`config.mk`:
```
export PLATFORM = sky130hd
export DESIGN_NAME = data_memory_ctrl
export DESIGN_NICKNAME = d
export VERILOG_FILES = /design/src/rtl/dmem_pkg.sv /design/src/rtl/dmem_array.sv /design/src/rtl/data_memory_ctrl.sv
export SDC_FILE = /design/constraint.sdc
export NUM_CORES = 2
export LEC_CHECK = 0
export CAP_MARGIN = 5
export CORE_AREA = 2 2 513 770
export DETAILED_ROUTE_END_ITERATION = 6
export DIE_AREA = 0 0 515 772
export GPL_ROUTABILITY_DRIVEN = 0
export PLACE_DENSITY = 0.62
export SYNTH_ARGS = -nofsm -noshare
export SYNTH_HDL_FRONTEND = slang
export SYNTH_SLANG_ARGS = --single-unit
```
`constraint.sdc`:
```
create_clock -name clk -period 13.6 [get_ports clk]
set_input_delay 1.36 -clock clk [delete_from_list [all_inputs] [get_ports clk]]
set_output_delay 1.36 -clock clk [all_outputs]
set_load 0.02 [all_outputs]
```
`src/rtl/dmem_pkg.sv`:
```
// Shared types and helpers for the MEM-stage data memory controller.
// Used by dmem_array and data_memory_ctrl.
package dmem_pkg;

    typedef enum logic {
        DMEM_CLEAR = 1'b0,
        DMEM_IDLE  = 1'b1
    } dmem_state_e;

    // Widest word be_merge can handle; callers extend/truncate to it.
    localparam int DMEM_MAX_W = 256;

    function automatic logic [DMEM_MAX_W-1:0] be_merge(
        input logic [DMEM_MAX_W-1:0]   old_w,
        input logic [DMEM_MAX_W-1:0]   new_w,
        input logic [DMEM_MAX_W/8-1:0] be
    );
        logic [DMEM_MAX_W-1:0] r;
        r = old_w;
        for (int i = 0; i < DMEM_MAX_W / 8; i++) begin
            if (be[i]) r[8*i +: 8] = new_w[8*i +: 8];
        end
        return r;
    endfunction

endpackage

```
`src/rtl/dmem_array.sv`:
```
// Data memory storage: one byte-enable write port, one registered
// read port and one combinational monitor read port.
module dmem_array
    import dmem_pkg::*;
#(
    parameter int DATA_W = 16,
    parameter int DEPTH  = 256,
    parameter int IW     = 8
) (
    input  logic                   clk,
    input  logic                   we,
    input  logic [IW-1:0]          waddr,
    input  logic [DATA_W-1:0]      wdata,
    input  logic [DATA_W/8-1:0]    wbe,
    input  logic                   re,
    input  logic [IW-1:0]          raddr,
    output logic [DATA_W-1:0]      rdata,
    input  logic [IW-1:0]          mon_idx,
    output logic [DATA_W-1:0]      mon_word
);

    logic [DATA_W-1:0] mem [DEPTH];

    always_ff @(posedge clk) begin
        if (we) begin
            mem[waddr] <= DATA_W'(be_merge(DMEM_MAX_W'(mem[waddr]),
                                           DMEM_MAX_W'(wdata),
                                           (DMEM_MAX_W/8)'(wbe)));
        end
        if (re) begin
            rdata <= mem[raddr];
        end
    end

    assign mon_word = mem[mon_idx];

endmodule

```
`src/rtl/data_memory_ctrl.sv`:
```
// MEM-stage data memory controller: valid/ready request port, response
// pulse, range check and clear sequencer. DMEM_STATS_EN adds counters.
module data_memory_ctrl
    import dmem_pkg::*;
#(
    parameter int DATA_W = 16,
    parameter int ADDR_W = 16,
    parameter int DEPTH  = 256
) (
    input  logic                   clk,
    input  logic                   reset,
    input  logic                   req_valid,
    output logic                   req_ready,
    input  logic                   req_we,
    input  logic [ADDR_W-1:0]      req_addr,
    input  logic [DATA_W-1:0]      req_wdata,
    input  logic [DATA_W/8-1:0]    req_be,
    output logic                   rsp_valid,
    output logic [DATA_W-1:0]      rsp_rdata,
    output logic                   rsp_err,
    input  logic                   clr_req,
    output logic                   init_done,
    input  logic [ADDR_W-1:0]      mon_addr,
    output logic [DATA_W-1:0]      mon_data
`ifdef DMEM_STATS_EN
    ,
    output logic [31:0]            stat_rd,
    output logic [31:0]            stat_wr,
    output logic [31:0]            stat_err
`endif
);

    localparam int BE_W = DATA_W / 8;
    localparam int IW   = (DEPTH > 1) ? $clog2(DEPTH) : 1;
    localparam logic [ADDR_W:0] DEPTH_X = (ADDR_W + 1)'(DEPTH);

    dmem_state_e       state;
    logic [IW-1:0]     clr_ptr;
    logic              rd_sel;
    logic              acc;
    logic              in_range;
    logic              mon_in;
    logic              clr_we;
    logic              a_we;
    logic              a_re;
    logic [IW-1:0]     a_waddr;
    logic [DATA_W-1:0] a_wdata;
    logic [BE_W-1:0]   a_be;
    logic [DATA_W-1:0] rd_q;
    logic [DATA_W-1:0] mon_word;

    assign in_range  = {1'b0, req_addr} < DEPTH_X;
    assign mon_in    = {1'b0, mon_addr} < DEPTH_X;
    assign req_ready = (state == DMEM_IDLE) && !clr_req && !reset;
    assign init_done = (state == DMEM_IDLE);
    assign acc       = req_valid && req_ready;

    // The clear sequencer owns the write port whenever it is running.
    assign clr_we  = (state == DMEM_CLEAR) && !reset;
    assign a_we    = clr_we || (acc && req_we && in_range);
    assign a_re    = acc && !req_we && in_range;
    assign a_waddr = clr_we ? clr_ptr : IW'(req_addr);
    assign a_wdata = clr_we ? '0 : req_wdata;
    assign a_be    = clr_we ? '1 : req_be;

    dmem_array #(
        .DATA_W (DATA_W),
        .DEPTH  (DEPTH),
        .IW     (IW)
    ) u_array (
        .clk      (clk),
        .we       (a_we),
        .waddr    (a_waddr),
        .wdata    (a_wdata),
        .wbe      (a_be),
        .re       (a_re),
        .raddr    (IW'(req_addr)),
        .rdata    (rd_q),
        .mon_idx  (IW'(mon_addr)),
        .mon_word (mon_word)
    );

    always_ff @(posedge clk) begin
        if (reset) begin
            state     <= DMEM_CLEAR;
            clr_ptr   <= '0;
            rsp_valid <= 1'b0;
            rsp_err   <= 1'b0;
            rd_sel    <= 1'b0;
        end else begin
            rsp_valid <= acc;
            if (acc) begin
                rsp_err <= !in_range;
                rd_sel  <= !req_we && in_range;
            end
            unique case (state)
                DMEM_CLEAR: begin
                    if (clr_ptr == IW'(DEPTH - 1)) begin
                        state   <= DMEM_IDLE;
                        clr_ptr <= '0;
                    end else begin
                        clr_ptr <= clr_ptr + 1'b1;
                    end
                end
                DMEM_IDLE: begin
                    if (clr_req) begin
                        state   <= DMEM_CLEAR;
                        clr_ptr <= '0;
                    end
                end
                default: state <= DMEM_CLEAR;
            endcase
        end
    end

    // Read data register only moves on reads; rd_sel zeroes write/error replies.
    assign rsp_rdata = rd_sel ? rd_q : '0;
    assign mon_data  = mon_in ? mon_word : '0;

`ifdef DMEM_STATS_EN
    always_ff @(posedge clk) begin
        if (reset) begin
            stat_rd  <= '0;
            stat_wr  <= '0;
            stat_err <= '0;
        end else if (acc) begin
            if (!in_range) begin
                if (stat_err != '1) stat_err <= stat_err + 1'b1;
            end else if (req_we) begin
                if (stat_wr != '1) stat_wr <= stat_wr + 1'b1;
            end else begin
                if (stat_rd != '1) stat_rd <= stat_rd + 1'b1;
            end
        end
    end
`endif

endmodule

```
==> flow_summary.json <==
{
  "async_reset_ff_share_pct": 0,
  "synth_edf_count": 4112,
  "worstMarginPinSlew_ns": 1.39,
  "syn_nets": 10043,
  "max_clock_freq_mhz": 107,
  "cts_tree": "yes",
  "cp-end-kind": "output port",
  "grt_pass1_vias": 113725,
  "synth-warning-count": 0,
  "irDropWorstVdd_uv": 122,
  "arrival_ns": 7.97,
  "final_util_pct": 54.4,
  "hold_depth": 2,
  "synth.area.top_cells": "edfxtp_1 63%, mux4_2 22%, mux2i_1 3.6%, nor2_1 1.3%, buf_6 0.84%",
  "setup.worst_path.class": "in2out",
  "hpwl_um": 451000,
  "antenna_left": 0,
  "overflow": 0,
  "hold_violations": 0,
  "yosysTopAreaCell": "edfxtp_1",
  "antenna_found_initial": 57,
  "rsz0062_at_grt": "no",
  "finClkSkew_ns": 0.0428,
  "fin_crit_ns": 9.33,
  "grt_pass1_wl_um": 938000,
  "port_buffers": 90,
  "placed_cells": 14672,
  "cts.clk_slew.worst_paths_ns": 0.06,
  "cts.path.max_buffers": 4,
  "fp.dieH_um": 772,
  "cts_resized": 0,
  "p_leak_nw": 66.5,
  "yosysSeqAreaShare_pct": 63.6,
  "min_period_over_period_pct": 68.6,
  "hold_path.class": "reg2reg",
  "setup_violations": 0,
  "cts_setup_buffers": 0,
  "wirelength_um": 689000,
  "syn_inst": 9987,
  "nets": 10011,
  "outcome": "finished clean",
  "wl_per_cell_um": 44.6,
  "start_kind": "primary input",
  "start_util_pct": 49.7,
  "slew_headroom_pct": 6.26,
  "syn-cell-area_sq_um": 195000,
  "finalSetupTns_ns": 0,
  "grtUsageTotal_pct": 34.4,
  "final_cells": 15464,
  "first_iter_violations": 17297,
  "ys_seq_elements": 4124,
  "cp.required_ns": 12.24,
  "cts-htree-levels": 5,
  "via_per_inst": 7.42,
  "drive_above_1_share_pct": 29.3,
  "clk_latency_ns": 0.97,
  "dr.pass1.iters": 6,
  "core_area_sq_um": 392000,
  "drc_errors": 0,
  "die_x_um": 515,
  "drv_slew": 0,
  "cts_made_buffers": 393,
  "power.density_nw_per_um2": 131,
  "area_delta_synth_final_pct": 9.46,
  "syn_avg_cell_area_sq_um": 19.5,
  "synth_top_flop_cell": "edfxtp_1",
  "cap_viol_max_count": 0,
  "cts_hold_buf": 0,
  "ys_types": 86,
  "rr_worst_depth": 7,
  "yosysTopAreaCellShare_pct": 63.4,
  "fillers": 29878,
  "num_vias": 114680,
  "top_level_ports": 91,
  "die-area_sq_um": 398000,
  "grt_max_degree": 194,
  "total_power_mw": 27.9,
  "cts_sinks": 4124,
  "crit_fanout": 56,
  "cts_root_buffer": "clkbuf_16",
  "fp-row-count": 282
}
[placed cells by master (no fill, tap or decap), types with 32 or more instances in the layout]
cell type        count
mux4_1              44
bufinv_16           57
o21ai_0            105
nor4_1              55
mux2_2              74
o22ai_1            204
a211oi_1            54
clkbuf_1            57
buf_12              32
clkdlybuf4s50_1     77
and2_1              36
a21oi_1            138
a22oi_1            126
edfxtp_1          4112
diode_2             64
clkbuf_16          399
nor2b_1             43
nand2_1            126
clkinv_2            86
buf_4              258
nand3_1             88
clkinv_1            74
o221ai_1           180
mux2i_1            698
nor2_1             657
mux4_2            1906
nor3_1              66
[metal layers]
metal,global-route usage (%),part of all wire [%],up-vias
met5,0,0.053,-
met4,22.8,7.8,44
met3,10.2,11,1898
met2,54.1,48,8229
met1,41.3,33,61274
li1,-,-,43235
[cells in the mapped netlist (all sizes together) (11+ instances only)]
library cell and instances:
edfxtp 4112, mux4 1960, mux2i 698, nor2 663, buf 538, clkbuf 278, o22ai 204, o221ai 183
a21oi 138, nand2 132, a22oi 126, o21ai 122, nand3 106, mux2 74, nor3 69, nor4 68
a211oi 54, and2 54, nor2b 52, a2111oi 26, a221oi 26, and3 22, o31ai 19, nand3b 18
a22o 16, o2bb2ai 16, a31oi 15, or3 15, nand2b 14, nand4 14, dfxtp 12, or4 11
[sequential cells by signal (all words and copies together), names as in the netlist]
register       cells
rsp_err            1
init_done          1
rsp_valid          1
clr_ptr            8
rd_sel             1
u_array.rdata     16
u_array.mem     4096
[power breakdown]
| group | switching (mW) | internal, mW | leakage (nW) |
|---|---|---|---|
| logic | 1.54 | 0.815 | 22.4 |
| registers | 0.00763 | 14.0 | 37.6 |
| clock network | 5.06 | 6.48 | 6.40 |
| total | 6.60 | 21.3 | 66.5 |
[cells by family after synthesis]
family / count (synthesis) / share of synthesized area, %
xor+xnor: 2 / 0.00900
flops: 4124 / 63.6
mux: 2732 / 26.8
compound gates: 1028 / 3.75
fa+ha+maj: 1 / 0.00643
simple gates: 1277 / 3.04
buf+inv: 823 / 2.82
[metrics by stage]
step / setup WS (ns) / hold slack, ns / cell area [sq um]
CTS: 4.81 / 0.491 / 213000
global route: 4.55 / 0.526 / 213000
finish: 4.27 / 0.491 / 213000
detailed placement: 4.85 / 0.477 / 200000
floorplan: 7.10 / 0.504 / 195000
global placement: 3.88 / 0.468 / 200000
[worst paths after layout]
check / from / end / slack, ns
worst max-delay path: mon_addr[2] / mon_data[4] / 4.27
worst min-delay path: rsp_err / rsp_err / 0.49
worst max register to register: init_done / u_array.mem[220][8] / 8.26
worst min register to register: rsp_err / rsp_err / 0.49
[area by class of cell]
type | instances | area, sq um | share of cell area, %
diodes | 64 | 160 | 0.0752
repair buffers | 390 | 3600 | 1.69
clock inverters | 272 | 2970 | 1.39
flip-flops and latches | 4124 | 124000 | 58.1
well taps | 5112 | 6400 | 3.00
inverters | 6 | 30.0 | 0.0141
multi-input cells | 5040 | 65900 | 31.0
clock buffers | 456 | 10200 | 4.79
[worst max-delay path: stages]
cell	delay (ns)
buf_8	0.39
buf_12	0.55
inv_4	0.26
buf_4	0.37
nand2_1	1.02
a21oi_1	0.16
nor3_1	0.95
nand4_1	0.22
a2111o_1	0.40
nor4_2	1.01
buf_4	0.27
clkdlybuf4s50_1	0.61
Note: power is estimated with default switching activity, not from simulation.
